===== src/rtl/opr_sequencer_pkg.sv =====
// Shared types and IR field positions for the PDP-8 operate-instruction sequencer.
// Also holds the 13-bit {L,AC} rotate helpers.
package opr_sequencer_pkg;

   typedef logic [11:0] word;

   typedef enum logic [3:0] {
      IDLE,
      G1_CLR,
      G1_CMP,
      G1_INC,
      G1_ROT1,
      G1_ROT2,
      G2_TEST,
      G2_CLA,
      G2_OSR,
      OP_NOP,
      DONE
   } opr_state_t;

   localparam logic [2:0] OPC_OPR = 3'o7;

   // Group 1 bit positions
   localparam int BIT_GRP = 8;
   localparam int BIT_CLA = 7;
   localparam int BIT_CLL = 6;
   localparam int BIT_CMA = 5;
   localparam int BIT_CML = 4;
   localparam int BIT_RAR = 3;
   localparam int BIT_RAL = 2;
   localparam int BIT_BSW = 1;
   localparam int BIT_IAC = 0;

   // Group 2 bit positions
   localparam int BIT_SMA   = 6;
   localparam int BIT_SZA   = 5;
   localparam int BIT_SNL   = 4;
   localparam int BIT_SENSE = 3;
   localparam int BIT_OSR   = 2;
   localparam int BIT_HLT   = 1;

   // {RAR, RAL, BSW} select codes
   localparam logic [2:0] ROT_RAR = 3'b100;
   localparam logic [2:0] ROT_RAL = 3'b010;
   localparam logic [2:0] ROT_BSW = 3'b001;
   localparam logic [2:0] ROT_RTR = 3'b101;
   localparam logic [2:0] ROT_RTL = 3'b011;

   function automatic logic [12:0] rot_right13(input logic l, input word ac);
      return {ac[0], l, ac[11:1]};
   endfunction

   function automatic logic [12:0] rot_left13(input logic l, input word ac);
      return {ac, l};
   endfunction

endpackage


===== src/rtl/opr_sequencer_if.sv =====
// Request/response bundle between the execute stage and the operate sequencer.
interface opr_sequencer_if;
   import opr_sequencer_pkg::*;

   logic        start;
   logic [11:0] i_reg;
   word         ac_in;
   logic        l_in;
   word         pc_in;
   word         sr;
   logic        clear_halt;
   logic        busy;
   logic        done;
   word         ac_out;
   logic        l_out;
   word         pc_out;
   logic        halt;

   modport master (
      output start, i_reg, ac_in, l_in, pc_in, sr, clear_halt,
      input  busy, done, ac_out, l_out, pc_out, halt
   );

   modport slave (
      input  start, i_reg, ac_in, l_in, pc_in, sr, clear_halt,
      output busy, done, ac_out, l_out, pc_out, halt
   );
endinterface


===== src/rtl/opr_sequencer_skip_eval.sv =====
// Group 2 skip condition: OR form of SMA/SZA/SNL, or its complement when the sense bit is set.
module opr_skip_eval
   import opr_sequencer_pkg::*;
(
   input  logic [6:3] ir_i,
   input  word        ac_i,
   input  logic       l_i,
   output logic       skip_o
);

   logic or_skip;

   // The AND form is exactly the negation of the OR form, so SKP (no tests) yields 1.
   assign or_skip = (ir_i[BIT_SMA] & ac_i[11])
                  | (ir_i[BIT_SZA] & (ac_i == '0))
                  | (ir_i[BIT_SNL] & l_i);
   assign skip_o  = ir_i[BIT_SENSE] ? ~or_skip : or_skip;

endmodule


===== src/rtl/opr_sequencer.sv =====
// Multi-cycle PDP-8 operate executor: one micro-op step per clock in PDP-8 event order,
// with registered results and a one-cycle done pulse.
module opr_sequencer
   import opr_sequencer_pkg::*;
(
   input logic           clk,
   input logic           reset_n,
   opr_sequencer_if.slave bus
);

   opr_state_t  state_q, state_d;
   logic [7:0]  ir_q, ir_d;
   word         ac_q, ac_d;
   logic        l_q, l_d;
   word         pc_q, pc_d;
   logic        skip_q, skip_d;
   logic        halt_q, halt_d;
   word         ac_out_q, ac_out_d;
   logic        l_out_q, l_out_d;
   word         pc_out_q, pc_out_d;

   logic        skip;
   logic [12:0] inc;
   logic [2:0]  rot;
   logic        is_nop;

   opr_skip_eval u_skip (
      .ir_i   (ir_q[6:3]),
      .ac_i   (ac_q),
      .l_i    (l_q),
      .skip_o (skip)
   );

   assign inc    = {1'b0, ac_q} + 13'd1;
   assign rot    = {ir_q[BIT_RAR], ir_q[BIT_RAL], ir_q[BIT_BSW]};
   assign is_nop = (bus.i_reg[11:9] != OPC_OPR) || (bus.i_reg[BIT_GRP] && bus.i_reg[0]);

   // NOTE: every signal gets its hold value first, so no path through the case leaves one unassigned (no latches).
   always_comb begin
      state_d  = state_q;
      ir_d     = ir_q;
      ac_d     = ac_q;
      l_d      = l_q;
      pc_d     = pc_q;
      skip_d   = skip_q;
      halt_d   = halt_q;
      ac_out_d = ac_out_q;
      l_out_d  = l_out_q;
      pc_out_d = pc_out_q;

      if (bus.clear_halt) halt_d = 1'b0;

      unique case (state_q)
         IDLE: begin
            if (bus.start && !halt_q) begin
               ir_d = bus.i_reg[7:0];
               ac_d = bus.ac_in;
               l_d  = bus.l_in;
               pc_d = bus.pc_in;
               if (is_nop)                   state_d = OP_NOP;
               else if (!bus.i_reg[BIT_GRP]) state_d = G1_CLR;
               else                          state_d = G2_TEST;
            end
         end
         G1_CLR: begin
            if (ir_q[BIT_CLA]) ac_d = '0;
            if (ir_q[BIT_CLL]) l_d  = 1'b0;
            state_d = G1_CMP;
         end
         G1_CMP: begin
            if (ir_q[BIT_CMA]) ac_d = ~ac_q;
            if (ir_q[BIT_CML]) l_d  = ~l_q;
            state_d = G1_INC;
         end
         G1_INC: begin
            if (ir_q[BIT_IAC]) begin
               ac_d = inc[11:0];
               if (inc[12]) l_d = ~l_q;
            end
            state_d = G1_ROT1;
         end
         G1_ROT1: begin
            case (rot)
               ROT_RAR, ROT_RTR: {l_d, ac_d} = rot_right13(l_q, ac_q);
               ROT_RAL, ROT_RTL: {l_d, ac_d} = rot_left13(l_q, ac_q);
               ROT_BSW:          ac_d = {ac_q[5:0], ac_q[11:6]};
               default: ;
            endcase
            state_d = G1_ROT2;
         end
         G1_ROT2: begin
            case (rot)
               ROT_RTR: {l_d, ac_d} = rot_right13(l_q, ac_q);
               ROT_RTL: {l_d, ac_d} = rot_left13(l_q, ac_q);
               default: ;
            endcase
            state_d = DONE;
         end
         G2_TEST: begin
            skip_d  = skip;
            state_d = G2_CLA;
         end
         G2_CLA: begin
            if (ir_q[BIT_CLA]) ac_d = '0;
            state_d = G2_OSR;
         end
         G2_OSR: begin
            if (ir_q[BIT_OSR]) ac_d = ac_q | bus.sr;
            if (ir_q[BIT_HLT]) halt_d = 1'b1;
            pc_d    = pc_q + {11'd0, skip_q};
            state_d = DONE;
         end
         OP_NOP:  state_d = DONE;
         DONE:    state_d = IDLE;
         default: state_d = IDLE;
      endcase

      // Results are published on the edge that enters DONE and held until the next one.
      if (state_d == DONE) begin
         ac_out_d = ac_d;
         l_out_d  = l_d;
         pc_out_d = pc_d;
      end
   end

   // NOTE: sequential state uses non-blocking assignments so all registers update from pre-edge values.
   always_ff @(posedge clk or negedge reset_n) begin
      if (!reset_n) begin
         state_q  <= IDLE;
         ir_q     <= '0;
         ac_q     <= '0;
         l_q      <= 1'b0;
         pc_q     <= '0;
         skip_q   <= 1'b0;
         halt_q   <= 1'b0;
         ac_out_q <= '0;
         l_out_q  <= 1'b0;
         pc_out_q <= '0;
      end else begin
         state_q  <= state_d;
         ir_q     <= ir_d;
         ac_q     <= ac_d;
         l_q      <= l_d;
         pc_q     <= pc_d;
         skip_q   <= skip_d;
         halt_q   <= halt_d;
         ac_out_q <= ac_out_d;
         l_out_q  <= l_out_d;
         pc_out_q <= pc_out_d;
      end
   end

   assign bus.busy   = (state_q != IDLE);
   assign bus.done   = (state_q == DONE);
   assign bus.ac_out = ac_out_q;
   assign bus.l_out  = l_out_q;
   assign bus.pc_out = pc_out_q;
   assign bus.halt   = halt_q;

endmodule


===== src/flat_wrapper.sv =====
// flat-port wrapper written by rule: the top's interface ports become plain ports
module opr_sequencer_flat import opr_sequencer_pkg::*;
  (clk, reset_n, bus_start, bus_i_reg, bus_ac_in, bus_l_in, bus_pc_in, bus_sr, bus_clear_halt, bus_busy, bus_done, bus_ac_out, bus_l_out, bus_pc_out, bus_halt);
  opr_sequencer_if bus_i ();
  input logic clk;
  input logic reset_n;
  input wire logic [$bits(bus_i.start)-1:0] bus_start;
  input wire logic [$bits(bus_i.i_reg)-1:0] bus_i_reg;
  input wire logic [$bits(bus_i.ac_in)-1:0] bus_ac_in;
  input wire logic [$bits(bus_i.l_in)-1:0] bus_l_in;
  input wire logic [$bits(bus_i.pc_in)-1:0] bus_pc_in;
  input wire logic [$bits(bus_i.sr)-1:0] bus_sr;
  input wire logic [$bits(bus_i.clear_halt)-1:0] bus_clear_halt;
  output wire logic [$bits(bus_i.busy)-1:0] bus_busy;
  output wire logic [$bits(bus_i.done)-1:0] bus_done;
  output wire logic [$bits(bus_i.ac_out)-1:0] bus_ac_out;
  output wire logic [$bits(bus_i.l_out)-1:0] bus_l_out;
  output wire logic [$bits(bus_i.pc_out)-1:0] bus_pc_out;
  output wire logic [$bits(bus_i.halt)-1:0] bus_halt;
  assign bus_i.start = bus_start;
  assign bus_i.i_reg = bus_i_reg;
  assign bus_i.ac_in = bus_ac_in;
  assign bus_i.l_in = bus_l_in;
  assign bus_i.pc_in = bus_pc_in;
  assign bus_i.sr = bus_sr;
  assign bus_i.clear_halt = bus_clear_halt;
  assign bus_busy = bus_i.busy;
  assign bus_done = bus_i.done;
  assign bus_ac_out = bus_i.ac_out;
  assign bus_l_out = bus_i.l_out;
  assign bus_pc_out = bus_i.pc_out;
  assign bus_halt = bus_i.halt;
  opr_sequencer u_core (.clk(clk), .reset_n(reset_n), .bus(bus_i));
endmodule

===== config.mk =====
export PLATFORM = sky130hd
export DESIGN_NAME = opr_sequencer_flat
export DESIGN_NICKNAME = d
export VERILOG_FILES = /design/src/rtl/opr_sequencer_pkg.sv /design/src/rtl/opr_sequencer_if.sv /design/src/rtl/opr_sequencer_skip_eval.sv /design/src/rtl/opr_sequencer.sv /design/src/flat_wrapper.sv
export SDC_FILE = /design/constraint.sdc
export NUM_CORES = 1
export LEC_CHECK = 0
export CORE_MARGIN = 4
export CORE_UTILIZATION = 40
export DETAILED_ROUTE_END_ITERATION = 6
export GPL_TIMING_DRIVEN = 0
export PLACE_DENSITY_LB_ADDON = 0.08
export SYNTH_ARGS = -nofsm -noshare
export SYNTH_HDL_FRONTEND = slang
export SYNTH_HIERARCHICAL = 1
export SYNTH_SLANG_ARGS = --single-unit

===== constraint.sdc =====
create_clock -name clk -period 4.5 [get_ports clk]
set_input_delay 1.35 -clock clk [delete_from_list [all_inputs] [get_ports clk]]
set_output_delay 1.35 -clock clk [all_outputs]
set_load 0.01 [all_outputs]

# [Word level (Yosys, flattened, before mapping)]
# Index checks and enable logic that the tools add are counted.
# W data, S select, Z words.
[totals] register_bits=64 in_bits=53 out_inout_bits=28 word_cells=76
[op_classes] addsub=2 eq_ne=17 mux=26 bitwise=9 n_reduce_logical=12
[ops] op="$pmux W12 S7" n=1
[ops] op="$mux W12" n=6
[ops] op="$pmux W12 S2" n=2
[ops] op="$pmux W12 S3" n=1
[ops] op="$pmux W4 S8" n=1
[ops] op="$eq A4 B3 Y1 const B" n=4
[ops] op="$eq A4 B4 Y1 const B" n=4
[ops] op="$add A12 B1 Y13 const B" n=1
[ops] op="$add A12 B1 Y12" n=1
[ops] op="$logic_not A12 Y1" n=1
[ops] op="$not A12 Y12" n=1
[ops] op="$or A12 B12 Y12" n=1
[ops] op="$mux W1" n=9
[ops] op="$eq A4 B2 Y1 const B" n=2
[ops] op="$mux W4" n=2
[ops] op="$eq A3 B2 Y1 const B" n=2
[ops] op="$eq A3 B3 Y1 const B" n=2
[ops] op="$pmux W1 S6" n=1
[ops] op="$reduce_or A2 Y1" n=3
[ops] op="$eq A4 B1 Y1 const B" n=1
[ops] op="$logic_not A4 Y1" n=1
[ops] op="$pmux W1 S2" n=2
[ops] op="$reduce_bool A4 Y1" n=1
[ops] op="$and A1 B1 Y1" n=3
[ops] op="other kinds (10)" n=13

# [Longest topological paths before layout]
[depth] word_depth=6 ltp_mapped=9 depth_no_buf=8

# [Hierarchy]
# Netlist, hierarchy kept.
[by_module_without_submodules] module="opr_sequencer" n_inst=1 cells_per_inst=575 area_each_um2=4714.5 seq_area_each_um2=1601.5
[by_module_without_submodules] module="opr_skip_eval" n_inst=1 cells_per_inst=14 area_each_um2=105.1 seq_area_each_um2=0.0

# [Least setup slack after synthesis]
# OpenSTA, ideal clock, no wires.
[synth_path] path_type="input to register" startpoint="input port bus_start" endpoint="register u_core.ac_out_q[2], in the netlist u_core/bus.ac_out[2]" setup_time_ps=125 arrival_ps=2724 t_required_ps=4375 slack_ps=1651 cell_stages=7 path_buffers=1 path_cell_list="nor2b_1 clkbuf_1 o22ai_1 o21bai_1 o32ai_1 o2111ai_1 mux2_2"
[synth_between] word_cells_on_any_way=6 classes_between="eq/ne: 1; mux: 4; reduce/logical: 1"
[synth_rtl] item="start: declaration" line_no="flat_wrapper.sv:7" text="input wire logic [$bits(bus_i.start)-1:0] bus_start;"
[synth_rtl] item="$logic_and A1 B1 Y1" line_no="opr_sequencer.sv:55" text="if (bus.start && !halt_q) begin"
[synth_rtl] item="$mux W12" line_no="opr_sequencer.sv:55"
[synth_rtl] item="$pmux W12 S7" line_no="opr_sequencer.sv:53" text="unique case (state_q)"
[synth_rtl] item="net u_core.ac_d[2]" line_no="opr_sequencer.sv:13" text="word ac_q, ac_d;"
[synth_rtl] item="end signal: assignment" line_no="opr_sequencer.sv:147" text="ac_out_q <= ac_out_d;"
[synth_rtl] item="end: declaration" line_no="opr_sequencer.sv:18" text="word ac_out_q, ac_out_d;"
# The timed path passes the listed nets, and every way through them passes these cells.
# A chain may end at the register's enable or synchronous reset.

# [Final worst setup path]
[layout_path] startpoint="input port bus_start" endpoint="register u_core.ac_out_q[9], in the netlist u_core/bus.ac_out[9]"
[layout_between] elab_chain_len=4 word_cells_on_any_way=6 classes_between="eq/ne: 1; mux: 4; reduce/logical: 1"
[layout_rtl] item="$logic_and A1 B1 Y1 *" line_no="opr_sequencer.sv:55"
[layout_rtl] item="$mux W4" line_no="opr_sequencer.sv:55"
[layout_rtl] item="$pmux W4 S8" line_no="opr_sequencer.sv:53"
[layout_rtl] item="$eq A4 B4 Y1" line_no="opr_sequencer.sv:119" text="if (state_d == DONE) begin"
# Every way passes the cells marked *; elsewhere a longest branch is shown, timed or not.

==> impl_metrics.toml <==
[clock_network]
numCtsBuffers = 9
postCtsSetupBuffers = 0
clk_latency_ns = 0.34
h-tree-depth = 3
hold_buffers = 0
post_cts_resized = 0
cts.reportedPaths.clkPinSlew_ns = 0.06
cts_root_buf = "clkbuf_16"
clk_path_buf_depth = 2
cts.sinks = 64
cts_tree = "done"

[power_and_ir_drop]
p_leak_nw = 2.39
p_sw_mw = 2.50
fin_total_pwr_mw = 5.11
power_density_nw_per_um2 = 830
ir_drop_v = 0.000391
intPower_mw = 2.60
switching_share_pct = 49.1
seq_power_share_pct = 22.3
pwr-share-comb_pct = 61.4
p_clk_share_pct = 16.3

[synthesis]
syn_area_sq_um = 4820
syn_inst = 589
synth.most_common_cell = "nand2_1"
netlist.area_leader.share_pct = 33.2
synth_cell_types = 78
syn_area_per_cell_sq_um = 8.18
syn_nets = 645
synth_top_area_cell = "dfrtp_1"
async_flop_share_pct = 100
ys_top_cells_by_area = "dfrtp_1 (33%), nand2_1 (6.2%), o21ai_0 (4.8%)"
synth_common_cells = "nand2_1 (79), dfrtp_1 (64), o21ai_0 (46)"
ys_ff_latch = 64
synth_edf_count = 0
yosys_warnings = 6
ys_seq_area_share_pct = 33.2
ys.flop_type = "dfrtp_1"

[global_route]
grt_max_degree = 65
track_usage_pct = 28.9
grt_pass1_wl_mm = 30.8
grt.overflow.total = 0
antenna_found_initial = 0
grt_pass1_vias = 5213

[setup_path]
worstSetupPathType = "input port to register"
cp_slowest_cell = "a2111oi_1"
critPathMaxStageDelay_ns = 0.73
arrival_ns = 3.79
worstSetupEndpointType = "register"
cp_data_required_time_ns = 4.68
critPathTopFamily = "compound AO/OA/AOI/OAI gates"
critPathMaxFanout = 8
crit_buf_inv = 2
reg2reg_slack_ns = 1.18
startpoint_type = "input port"
worstPathCellList = "clkdlybuf4s50_1 > nor2b_1 > clkbuf_1 > o21ai_0 > a22o_1 > a2111oi_1 > a21oi_1"

[routing]
post_drt_wl_per_cell_um = 24.8
drcViolationCount = 0
routed_wl_mm = 20.5
top_layer = "met4"
dr_wl_met3_mm = 1.87
routed_via_density = 6.57
routedLengthMet1_mm = 8.40
vias = 5443
drt_iter0_markers = 794
dr.pass1.iters = 6
met2_length_mm = 9.33
ant_nets = 0

[sta]
setup_violations = 0
slew_headroom_pct = 23.6
period_minus_slack_ns = 3.61
worst_pin_slew_ns = 1.12
worst_hold_slack_ns = 0.478
fmax_mhz = 277
setup_ws_ns = 0.889
final.period_utilization_pct = 80.2
clock_skew_ns = 0.00411
rsz0062_at_grt = "false"
finalHoldViolations = 0
finalMaxSlewViolations = 0

[placed_design]
place.gp.congestion = 1.05
port-buffer-count = 80
dpl_cell_area_sq_um = 5800
place_ws_ns = 0.624
dp.final_hpwl_mm = 15.1

[outcome]
outcome = "complete, no violations"

[final_layout]
drive_gt1_share_pct = 10.1
diodes = 0
synthToLayoutAreaGrowth_pct = 27.6
design_area_sq_um = 6150
final_util_pct = 53.0
fin_nets = 736

[flow_run]
cap_violations = 0

[floorplan]
initial_core_util_pct = 41.5
core-area_sq_um = 11600
die_h_um = 118
dieArea_sq_um = 13900
die-width_um = 118
io_pins = 81
rows = 39

[hold_path]
hold_class = "register to register"
[per-stage QoR]
step	instances	TNS, ns
4_1_cts	828	0
5_1_grt	828	0
2_1_floorplan	589	0
3_3_place_gp	812	-3.28
3_5_place_dp	812	0
6_report	828	0
[layer usage]
metal / up-vias / GRT usage [%]
li1: 2396 / -
met1: 2640 / 37.6
met2: 337 / 45.3
met3: 70 / 6.44
met4: 0 / 14.0
met5: - / 0
[power by group through the flow]
stage	clock network, mW	logic [mW]	registers, mW
2_1_floorplan	0	1.92	1.09
3_3_place_gp	0	3.03	1.13
3_5_place_dp	0	3.02	1.13
4_1_cts	0.846	3.04	1.13
5_1_grt	0.873	3.32	1.17
6_report	0.833	3.13	1.14
[final timing paths]
| check | from | end | cells past startpoint |
|---|---|---|---|
| min in group asynchronous | reset_n | u_core/bus.l_out | 1 |
| min | u_core/bus.pc_out[4] | u_core/bus.pc_out[4] | 2 |
| max in group asynchronous | reset_n | u_core/bus.ac_out[9] | 1 |
| min reg2reg | u_core/bus.pc_out[4] | u_core/bus.pc_out[4] | 2 |
| max | bus_start | u_core/bus.ac_out[9] | 7 |
| max reg2reg | u_core/ir_q[3] | u_core/bus.ac_out[5] | 7 |
[worst reg2reg max path: cells and delay by family (launching register included)]
kind | cells | cell delay, ns
AO/OA/AOI/OAI | 3 | 1.34
AND/OR/NAND/NOR | 3 | 1.14
flip-flops | 1 | 0.47
buffers and inverters | 1 | 0.24
[cell families (layout without fill, tap and decap cells)]
kind of cell	count (synthesis)	after routing	synth area share, %
buf+inv	70	166	6.00
compound gates	196	196	28.2
flops	64	64	33.2
simple gates	222	222	24.2
mux	20	20	5.04
fa+ha+maj	3	3	0.779
xor+xnor	14	14	2.54
[layout by cell type (no fill, tap or decap), types with 14 or more instances in the layout]
cell	synthesis	routed
a21oi_1	34	34
buf_2	15	15
clkbuf_1	34	34
clkdlybuf4s50_1	0	79
dfrtp_1	64	64
mux2_2	14	14
nand2_1	79	79
nand3_1	15	15
nor2_1	44	44
o21ai_0	46	46
[sequential cells by signal, indices dropped and copies added, names as in the netlist]
name,count
u_core/state_q,4
u_core/ac_q,12
u_core/ir_q,8
u_core/pc_q,12
u_core/bus.l_out,1
u_core/bus.pc_out,12
u_core/bus.ac_out,12
u_core/bus.halt,1
u_core/l_q,1
u_core/skip_q,1
[final cells by class]
| class | instances | area [sq um] |
|---|---|---|
| tap | 143 | 179 |
| sequential | 64 | 1600 |
| clock buffer | 9 | 225 |
| buffer | 58 | 244 |
| timing repair buffer | 80 | 798 |
| inverter | 12 | 45.0 |
| multi-input combinational | 455 | 2930 |
| clock inverter | 7 | 128 |
| fill | 1106 | 5460 |
(Power assumes the default switching activity.)
